**config.mk**
```make
export PLATFORM = sky130hd
export DESIGN_NAME = grf_wb_arbiter
export DESIGN_NICKNAME = d
export VERILOG_FILES = /design/src/rtl/grf_wb_arbiter_pkg.sv /design/src/rtl/grf_wb_arbiter_wb_fifo.sv /design/src/rtl/grf_wb_arbiter.sv
export SDC_FILE = /design/constraint.sdc
export NUM_CORES = 1
export LEC_CHECK = 0
export ABC_CLOCK_PERIOD_IN_PS = 6100
export BUFFER_PORTS_ARGS = -buffer_cell sky130_fd_sc_hd__buf_2
export CORE_ASPECT_RATIO = 0.6
export CORE_MARGIN = 10
export CORE_UTILIZATION = 40
export DETAILED_ROUTE_END_ITERATION = 16
export GPL_TIMING_DRIVEN = 0
export PLACE_DENSITY = 0.68
export SETUP_SLACK_MARGIN = 0.1
export SYNTH_ARGS = -nofsm -noshare
export SYNTH_HDL_FRONTEND = slang
export SYNTH_HIERARCHICAL = 1
export SYNTH_SLANG_ARGS = --single-unit
```
**constraint.sdc**
```tcl
create_clock -name CLK -period 6.1 [get_ports CLK]
set_clock_uncertainty 0.1 [all_clocks]
set_input_delay 1.22 -clock CLK [delete_from_list [all_inputs] [get_ports CLK]]
set_output_delay 1.22 -clock CLK [all_outputs]
set_load 0.1 [all_outputs]
```
**src/rtl/grf_wb_arbiter_pkg.sv**
```systemverilog
// Shared types and defaults for the GRF write-back arbiter.
//   REG_ZERO      : architectural zero register, never written
//   wb_entry_t    : one buffered write {rd, wd, pc}
//   grant_e       : which producer owns the write port this cycle
package grf_wb_arbiter_pkg;

  localparam logic [4:0] REG_ZERO = 5'd0;

  localparam int DEFAULT_DEPTH        = 4;
  localparam int DEFAULT_STARVE_LIMIT = 3;

  typedef struct packed {
    logic [4:0]  rd;
    logic [31:0] wd;
    logic [31:0] pc;
  } wb_entry_t;

  typedef enum logic [1:0] {
    GRANT_NONE,
    GRANT_PRI,
    GRANT_SEC
  } grant_e;

endpackage

```
**src/rtl/grf_wb_arbiter_wb_fifo.sv**
```systemverilog
// Synchronous FIFO of wb_entry_t buffering secondary-producer results.
//   clk, rst_n : clock, async active-low reset (clears pointers only)
//   push, din  : write din at tail (ignored when full)
//   pop, dout  : dout shows head; pop advances it (ignored when empty)
//   full/empty : pointer-derived status, pointers are log2(DEPTH)+1 bits
module wb_fifo
  import grf_wb_arbiter_pkg::*;
#(
  parameter int DEPTH = DEFAULT_DEPTH
) (
  input  logic      clk,
  input  logic      rst_n,
  input  logic      push,
  input  wb_entry_t din,
  input  logic      pop,
  output wb_entry_t dout,
  output logic      full,
  output logic      empty
);

  localparam int AW = $clog2(DEPTH);

  logic [AW:0] wr_ptr;
  logic [AW:0] rd_ptr;
  wb_entry_t   mem [DEPTH];

  logic do_push;
  logic do_pop;

  assign do_push = push && !full;
  assign do_pop  = pop && !empty;

  // Extra MSB distinguishes full (MSBs differ) from empty (all equal).
  assign empty = (wr_ptr == rd_ptr);
  assign full  = (wr_ptr[AW] != rd_ptr[AW]) && (wr_ptr[AW-1:0] == rd_ptr[AW-1:0]);
  assign dout  = mem[rd_ptr[AW-1:0]];

  // NOTE: state registers use non-blocking assignments so every flop samples pre-edge values.
  always_ff @(posedge clk or negedge rst_n) begin
    if (!rst_n) begin
      wr_ptr <= '0;
      rd_ptr <= '0;
    end else begin
      if (do_push) wr_ptr <= wr_ptr + 1'b1;
      if (do_pop)  rd_ptr <= rd_ptr + 1'b1;
    end
  end

  // NOTE: storage is not reset; emptied pointers make stale contents unobservable.
  always_ff @(posedge clk) begin
    if (do_push) mem[wr_ptr[AW-1:0]] <= din;
  end

endmodule

```
**src/rtl/grf_wb_arbiter.sv**
```systemverilog
// Drives the single GRF write port for two producers.
//   CLK, Reset_n          : clock, async active-low reset
//   p_valid/p_rd/p_wd/p_pc: pipeline W-stage result, no backpressure
//   p_stall               : W stage must hold (forced FIFO pop this cycle)
//   s_valid/s_ready/s_*   : variable-latency unit result, valid/ready handshake
//   RegWrite/RD/WD/WPC    : registered GRF write port, 1 cycle after grant
//   pending               : bit r set while a secondary write to $r is buffered
module grf_wb_arbiter
  import grf_wb_arbiter_pkg::*;
#(
  parameter int DEPTH        = DEFAULT_DEPTH,
  parameter int STARVE_LIMIT = DEFAULT_STARVE_LIMIT
) (
  input  logic        CLK,
  input  logic        Reset_n,
  input  logic        p_valid,
  input  logic [4:0]  p_rd,
  input  logic [31:0] p_wd,
  input  logic [31:0] p_pc,
  output logic        p_stall,
  input  logic        s_valid,
  output logic        s_ready,
  input  logic [4:0]  s_rd,
  input  logic [31:0] s_wd,
  input  logic [31:0] s_pc,
  output logic        RegWrite,
  output logic [4:0]  RD,
  output logic [31:0] WD,
  output logic [31:0] WPC,
  output logic [31:0] pending
);

  localparam int            CW    = (STARVE_LIMIT < 1) ? 1 : $clog2(STARVE_LIMIT + 1);
  localparam logic [CW-1:0] LIMIT = CW'(STARVE_LIMIT);

  wb_entry_t     head;
  logic          fifo_full;
  logic          fifo_empty;
  logic          push;
  logic          pop;
  logic          p_req;
  logic          cnt_inc;
  grant_e        grant;
  logic [CW-1:0] starve_cnt;
  logic [31:0]   pending_next;

  // A primary result to $0 is consumed silently and never competes.
  assign p_req   = p_valid && (p_rd != REG_ZERO);
  assign s_ready = !fifo_full;
  assign push    = s_valid && s_ready && (s_rd != REG_ZERO);
  assign pop     = (grant == GRANT_SEC);

  wb_fifo #(.DEPTH(DEPTH)) u_fifo (
    .clk   (CLK),
    .rst_n (Reset_n),
    .push  (push),
    .din   ('{rd: s_rd, wd: s_wd, pc: s_pc}),
    .pop   (pop),
    .dout  (head),
    .full  (fifo_full),
    .empty (fifo_empty)
  );

  // NOTE: every always_comb output gets a default first so no path infers a latch.
  always_comb begin
    grant   = GRANT_NONE;
    p_stall = 1'b0;
    cnt_inc = 1'b0;
    if (fifo_empty) begin
      if (p_req) grant = GRANT_PRI;
    end else if (!p_req) begin
      grant = GRANT_SEC;
    end else if (starve_cnt < LIMIT) begin
      grant   = GRANT_PRI;
      cnt_inc = 1'b1;
    end else begin
      // Secondary has lost LIMIT times in a row: take the port from the pipeline.
      grant   = GRANT_SEC;
      p_stall = 1'b1;
    end
  end

  always_ff @(posedge CLK or negedge Reset_n) begin
    if (!Reset_n) begin
      starve_cnt <= '0;
    end else if (pop || fifo_empty) begin
      starve_cnt <= '0;
    end else if (cnt_inc) begin
      starve_cnt <= starve_cnt + 1'b1;
    end
  end

  // Clear before set so a same-cycle push to the popped rd leaves the bit set.
  always_comb begin
    pending_next = pending;
    if (pop)  pending_next[head.rd] = 1'b0;
    if (push) pending_next[s_rd]    = 1'b1;
    pending_next[0] = 1'b0;
  end

  always_ff @(posedge CLK or negedge Reset_n) begin
    if (!Reset_n) begin
      pending <= '0;
    end else begin
      pending <= pending_next;
    end
  end

  // Address/data/PC hold their last value on idle cycles.
  always_ff @(posedge CLK or negedge Reset_n) begin
    if (!Reset_n) begin
      RegWrite <= 1'b0;
      RD       <= '0;
      WD       <= '0;
      WPC      <= '0;
    end else begin
      unique case (grant)
        GRANT_SEC: begin
          RegWrite <= 1'b1;
          RD       <= head.rd;
          WD       <= head.wd;
          WPC      <= head.pc;
        end
        GRANT_PRI: begin
          RegWrite <= 1'b1;
          RD       <= p_rd;
          WD       <= p_wd;
          WPC      <= p_pc;
        end
        default: RegWrite <= 1'b0;
      endcase
    end
  end

endmodule

```
==> impl_metrics.py, run 1 <==
metrics = {
    "logic_synthesis": {
        "synth_top_area_frac": 0.547,
        "syn_avg_cell_area_um2": 17.5,
        "yosysWarnings": 6,
        "syn_inst": 867,
        "synth_edf_count": 276,
        "synthDistinctLibCells": 44,
        "synthesis.area_um2": 15100,
        "synth.top_cells.by_area": "edfxtp_1 55%, dfrtp_1 18%, mux4_2 10%",
        "syn-num-nets": 1017,
        "async_reset_ff_frac": 0.283,
        "synth.yosys.seq_area_share": 0.728,
        "synth_seq_cells": 385,
        "synth_top_area_cell": "edfxtp_1",
        "synth_flop_cell": "edfxtp_1",
    },
    "sta": {
        "period_needed_ns": 3.96,
        "worst_pin_slew_ns": 0.769,
        "finalMaxSlewViolations": 0,
        "final_hold_viol_count": 0,
        "fmax_mhz": 252,
        "rsz0062_at_grt": "no",
        "setup_viol": 0,
        "fin_setup_tns_ns": 0,
        "period_share": 0.649,
        "slew_headroom": 0.487,
    },
    "die": {
        "start_util": 0.404,
        "core.rowCount": 55,
        "core-area_um2": 37500,
        "die-area_um2": 46300,
        "die_x_um": 271,
        "chipHeight_um": 171,
        "ios": 246,
    },
    "drt": {
        "first_pass_iters": 5,
        "vias": 8739,
        "viasPerCell": 5.12,
        "drt_first_iter_violations": 558,
        "ant_nets": 0,
        "drc": 0,
        "wirelength_um": 37900,
        "wl_per_cell_um": 22.2,
    },
    "clock_tree": {
        "cts-root-buf": "clkbuf_16",
        "post_cts_resized": 0,
        "insertion_delay_ns": 0.52,
        "ctsHoldBuffers": 0,
        "cts.sinks": 385,
        "htreeDepth": 2,
        "clkTransAtPathRegs_ns": 0.06,
        "cts_buffer_depth": 3,
        "cts_made_buffers": 38,
        "cts_tree": "done",
        "postCtsSetupBuffers": 0,
    },
    "flow_run": {
        "drv_cap": 0,
    },
    "grt": {
        "grt_pass1_vias": 9320,
        "grt_antenna_before_repair": 9,
        "grt_util_all_layers": 0.162,
        "grt_max_degree": 69,
        "overflow": 0,
        "grt_pass1_wl_um": 57500,
    },
    "finish": {
        "regArea_um2": 11000,
        "drive_above_1_share": 0.349,
        "fillers": 3181,
        "multi_input_area_um2": 3880,
        "final_nets": 1308,
        "syn2layout_area_growth_pct": 21.6,
    },
    "placement": {
        "port_buffers": 244,
        "gp_congestion": 0.778,
        "hpwlAfterDp_um": 26500,
    },
    "critical_path": {
        "cp_data_required_time_ns": 4.78,
        "critical_path_arrival_ns": 2.64,
        "crit_path_max_fanout": 4,
        "start_kind": "input pin",
        "path_class": "input pin to primary output",
        "end_kind": "primary output",
    },
    "status": {
        "status": "finished, final reports clean",
    },
    "worst_hold_path": {
        "hold_class": "flop to flop",
    },
}
Yosys cell counts, types with 2 or more instances:
| cell type | number |
|---|---|
| edfxtp_1 | 276 |
| o21ai_0 | 132 |
| dfrtp_1 | 109 |
| nand2_1 | 78 |
| mux2i_1 | 71 |
| mux4_2 | 69 |
| buf_2 | 14 |
| buf_4 | 11 |
| clkbuf_1 | 11 |
| nand3b_1 | 10 |
| inv_1 | 9 |
| ha_1 | 8 |
| nor2_1 | 7 |
| buf_1 | 6 |
| nand3_1 | 6 |
| a21oi_1 | 5 |
| nand2b_1 | 5 |
| xnor2_1 | 4 |
| and3_1 | 3 |
| o31ai_1 | 3 |
| or3_1 | 3 |
| or3b_2 | 3 |
| xor2_1 | 2 |
| xor2_2 | 2 |
state kept, by name (all words and copies together), names as in the netlist:
| name | flops |
|---|---|
| u_fifo/wr_ptr | 3 |
| pending | 31 |
| WPC | 32 |
| starve_cnt | 2 |
| u_fifo/rd_ptr | 3 |
| WD | 32 |
| u_fifo/mem | 276 |
| RegWrite | 1 |
| RD | 5 |
metrics by stage:
stage          hold WS (ns)  setup slack, ns   util  instance area (um^2)  std cells
6_report              0.382             2.14  0.491                 18400       1706
4_1_cts               0.383             2.13  0.490                 18400       1700
3_3_place_gp          0.362            0.519  0.453                 17000       1624
5_1_grt               0.405             2.00  0.491                 18400       1702
2_1_floorplan         0.405             2.05      -                 15100        867
3_5_place_dp          0.367             1.60  0.458                 17200       1631
layout make-up:
class                      count  share of cell area
clock inverter                 7             0.00401
tap                          513              0.0349
buffer                        43              0.0120
clock buffer                  62              0.0610
inverter                       9             0.00184
sequential                   385               0.598
timing repair buffer         251              0.0759
multi-input combinational    430               0.211
antenna                        6            0.000816
cell families after synthesis:
kind of cell | Yosys count | share of synthesized area
buf+inv | 52 | 0.0169
flops | 385 | 0.728
other cells | 1 | 0.000248
compound gates | 149 | 0.0536
fa+ha+maj | 8 | 0.00661
xor+xnor | 9 | 0.00669
simple gates | 123 | 0.0388
mux | 140 | 0.150
worst paths after layout:
| kind | startpoint | to | slack (ns) | cells past startpoint |
|---|---|---|---|---|
| max in group asynchronous | Reset_n | WD[11] | 4.62 | 2 |
| min in group asynchronous | Reset_n | pending[21] | 0.53 | 1 |
| hold / removal | WPC[8] | WPC[8] | 0.38 | 2 |
| setup reg to reg | u_fifo/rd_ptr[0] | u_fifo/mem[3][33] | 2.71 | 10 |
| setup / recovery | p_rd[2] | p_stall | 2.14 | 5 |
| hold reg to reg | WPC[8] | WPC[8] | 0.38 | 2 |
placed cells by master (no fill, tap or decap), drive strengths merged, types with 2 or more instances in the layout:
cell type / instances
nand3b: 10
nand2: 78
nand3: 7
o21ai: 132
edfxtp: 276
xnor2: 5
ha: 8
or3b: 4
o31ai: 4
a21oi: 5
clkbuf: 74
mux2i: 71
dfrtp: 109
inv: 11
and3: 3
nand2b: 5
buf: 282
or3: 3
a31oi: 2
nor2: 7
xor2: 4
clkinv: 3
mux4: 69
a211oi: 2
diode: 6
worst max-delay path, stage by stage:
cell	delay (ns)
buf_2	0.15
or4_4	0.55
o21ai_0	0.32
nor2_1	0.09
buf_2	0.31
routing by layer:
metal  track usage  up-vias  share of wire
met1         0.222     4496           0.45
met4        0.0462        4          0.022
met2         0.254      229           0.47
met3        0.0388       52          0.059
li1              -     3958              -
met5             0        -        0.00063
Power of run 1 is not shown: default switching activity piles up to over one toggle a cycle in this logic, so the estimate is an artifact.
==> inputs of run 2 (changes only) <==
--- a/config.mk
+++ b/config.mk
@@ -5,14 +5,15 @@
 export SDC_FILE = /design/constraint.sdc
 export NUM_CORES = 1
 export LEC_CHECK = 0
-export ABC_CLOCK_PERIOD_IN_PS = 6100
+export ABC_AREA = 1
+export ABC_CLOCK_PERIOD_IN_PS = 3200
 export BUFFER_PORTS_ARGS = -buffer_cell sky130_fd_sc_hd__buf_2
 export CORE_ASPECT_RATIO = 0.6
 export CORE_MARGIN = 10
 export CORE_UTILIZATION = 40
 export DETAILED_ROUTE_END_ITERATION = 16
 export GPL_TIMING_DRIVEN = 0
-export PLACE_DENSITY = 0.68
+export PLACE_DENSITY = 0.7
 export SETUP_SLACK_MARGIN = 0.1
 export SYNTH_ARGS = -nofsm -noshare
 export SYNTH_HDL_FRONTEND = slang
==> constraint.sdc (replaced) <==
create_clock -name CLK -period 3.2 [get_ports CLK]
set_clock_uncertainty 0.1 [all_clocks]
set_input_delay 0.64 -clock CLK [delete_from_list [all_inputs] [get_ports CLK]]
set_output_delay 0.64 -clock CLK [all_outputs]
set_load 0.1 [all_outputs]
==> run 2 against run 1 <==
Net effect: area after synthesis increased by 2.3%; non-clock buffer count rose by 48; synthesized cell count rose by 48%; design area is 3.2% higher; largest cell class unchanged; routed wire length increased by 21%; critical path depth is 3 higher; core utilization rose by 1.0 points; die area is 2.0% higher; sequential share of layout area fell by 1.8 points; count of clock-buffer cells in the layout shrank 8; register-to-register slack worse by 2.4 ns; worst setup slack lost 1.9 ns.
==> impl_metrics.py, run 2 <==
metrics = {
    "grt": {
        "overflow": 0,
        "grt_pass1_wl_um": 68600,
        "grt_max_degree": 80,
        "grt_util_all_layers": 0.190,
        "grt_antenna_before_repair": 7,
        "grt_pass1_vias": 11300,
    },
    "die": {
        "start_util": 0.408,
        "die-area_um2": 47200,
        "core-area_um2": 37900,
        "chipHeight_um": 172,
        "die_x_um": 274,
        "ios": 246,
        "core.rowCount": 55,
    },
    "logic_synthesis": {
        "synth.yosys.seq_area_share": 0.711,
        "yosysMostFrequentCell": "edfxtp_1",
        "syn_avg_cell_area_um2": 12.1,
        "synthesis.area_um2": 15500,
        "yosysWarnings": 6,
        "synth_top_area_frac": 0.535,
        "synth_top_area_cell": "edfxtp_1",
        "syn-num-nets": 1433,
        "async_reset_ff_frac": 0.283,
        "synth_flop_cell": "edfxtp_1",
        "synth_seq_cells": 385,
        "synth.top_cells.by_area": "edfxtp_1 54%, dfrtp_1 18%, nor2_1 5.2%",
        "synthDistinctLibCells": 30,
        "synth_common_cells": "276 x edfxtp_1, 216 x nor2_1, 134 x o21ai_0",
        "synth_edf_count": 276,
        "syn_inst": 1283,
    },
    "drt": {
        "wl_per_cell_um": 21.5,
        "drc": 0,
        "drt_first_iter_violations": 1185,
        "vias": 11200,
        "wirelength_um": 46000,
        "ant_nets": 0,
        "viasPerCell": 5.26,
        "first_pass_iters": 5,
    },
    "worst_hold_path": {
        "hold_start": "s_pc[12]",
        "hold_class": "input pin to flop",
    },
    "sta": {
        "fin_setup_tns_ns": 0,
        "holdWs_ns": 0.226,
        "period_share": 0.930,
        "worst_pin_slew_ns": 0.721,
        "fin_ws_ns": 0.222,
        "finalMaxSlewViolations": 0,
        "final_hold_viol_count": 0,
        "fmax_mhz": 336,
        "setup_viol": 0,
        "rsz0062_at_grt": "no",
        "period_needed_ns": 2.98,
        "slew_headroom": 0.520,
    },
    "placement": {
        "post-place-ws_ns": -0.507,
        "hpwlAfterDp_um": 32100,
        "gp_congestion": 0.784,
        "port_buffers": 244,
    },
    "finish": {
        "layout_commonest_cell": "buf_2",
        "final_nets": 1738,
        "syn2layout_area_growth_pct": 22.7,
        "layout_common_cells": "278 x buf_2, 276 x edfxtp_1, 213 x nor2_1",
        "drive_above_1_share": 0.269,
        "largest_reg_flops": 276,
        "fillers": 3381,
    },
    "critical_path": {
        "critical_path_arrival_ns": 2.24,
        "reg2reg_from": "u_fifo/rd_ptr[1]",
        "crit_path_start": "u_fifo/rd_ptr[0]",
        "cp_data_required_time_ns": 2.46,
        "start_kind": "flop",
        "end_kind": "primary output",
        "path_class": "flop to primary output",
        "crit_path_max_fanout": 10,
    },
    "clock_tree": {
        "cts-root-buf": "clkbuf_16",
        "insertion_delay_ns": 0.52,
        "cts.sinks": 385,
        "cts_tree": "done",
        "cts_made_buffers": 38,
        "clkTransAtPathRegs_ns": 0.06,
        "cts_buffer_depth": 3,
        "htreeDepth": 2,
    },
    "status": {
        "status": "finished, final reports clean",
    },
    "flow_run": {
        "drv_cap": 0,
    },
}
[run 2: cell types whose count changed in the layout (fill, tap and decap cells not counted), sizes merged, moves of 68 or more]
cell   previous run  this run
a21oi             5       139
mux2i            71         0
mux4             69         0
nor2              7       220
o21ai           132       200
o22ai             0        69
[run 2: logic make-up (layout without fill, tap and decap cells)]
group,after synthesis,count (layout),share of synthesized area
buffers and inverters,116,449,0.0417
adder cells (fa/ha/maj),8,8,0.00647
AND/OR/NAND/NOR,363,365,0.0971
other,1,5,0.000242
flip-flops,385,385,0.711
XOR/XNOR,2,2,0.00162
AO/OA/AOI/OAI,408,408,0.141
[run 2: worst paths after layout]
| path | cells after the start | end | slack, ns |
|---|---|---|---|
| min | 1 | u_fifo/mem[3][12] | 0.23 |
| max reg2reg | 9 | pending[24] | 0.30 |
| max | 8 | p_stall | 0.22 |
| min in group asynchronous | 2 | pending[10] | 0.47 |
| max in group asynchronous | 3 | WD[1] | 1.77 |
| min reg2reg | 2 | pending[26] | 0.41 |
[run 2: area by class of cell]
class / count / area, um^2 / area share
inverters: 37 / 150 / 0.00791
diodes: 4 / 10.0 / 0.000527
clock buffers: 54 / 1100 / 0.0582
plain buffers: 79 / 499 / 0.0263
multi-input cells: 784 / 3880 / 0.204
flip-flops and latches: 385 / 11000 / 0.580
clock inverters: 16 / 158 / 0.00830
well taps: 513 / 642 / 0.0338
repair buffers: 263 / 1540 / 0.0808
[run 2: critical path, cell delays in order, from the launching register on]
cell and delay (ns):
dfrtp_2 0.47, buf_6 0.21, inv_4 0.08, nand2_1 0.07, nand2_2 0.08, nand3_2 0.13
inv_2 0.08, nor3_2 0.24, buf_4 0.33
[run 2: repair_timing]
action	CTS	global route
buffers inserted	6	2
hold buffers	1	0
hold endpoints to repair	30	0
cloned	2	0
pin swaps	3	0
gates resized for setup	4	2
endpoints found under the setup margin	269	89
[run 2: per-layer routing]
layer	global-route usage	vias up	wire (um)
met5	0	-	52
met4	0.0462	8	801
met3	0.0446	63	3960
met2	0.298	445	20900
met1	0.264	5468	20300
li1	-	5241	-
[run 2: per-stage QoR]
step / area [um^2] / utilization / cells
detailed placement: 17600 / 0.464 / 2050
global placement: 17400 / 0.458 / 2040
CTS: 19000 / 0.500 / 2129
global route: 19000 / 0.501 / 2132
finish: 19000 / 0.501 / 2135
floorplan: 15500 / - / 1283
Power of run 2 is left out for the same reason.
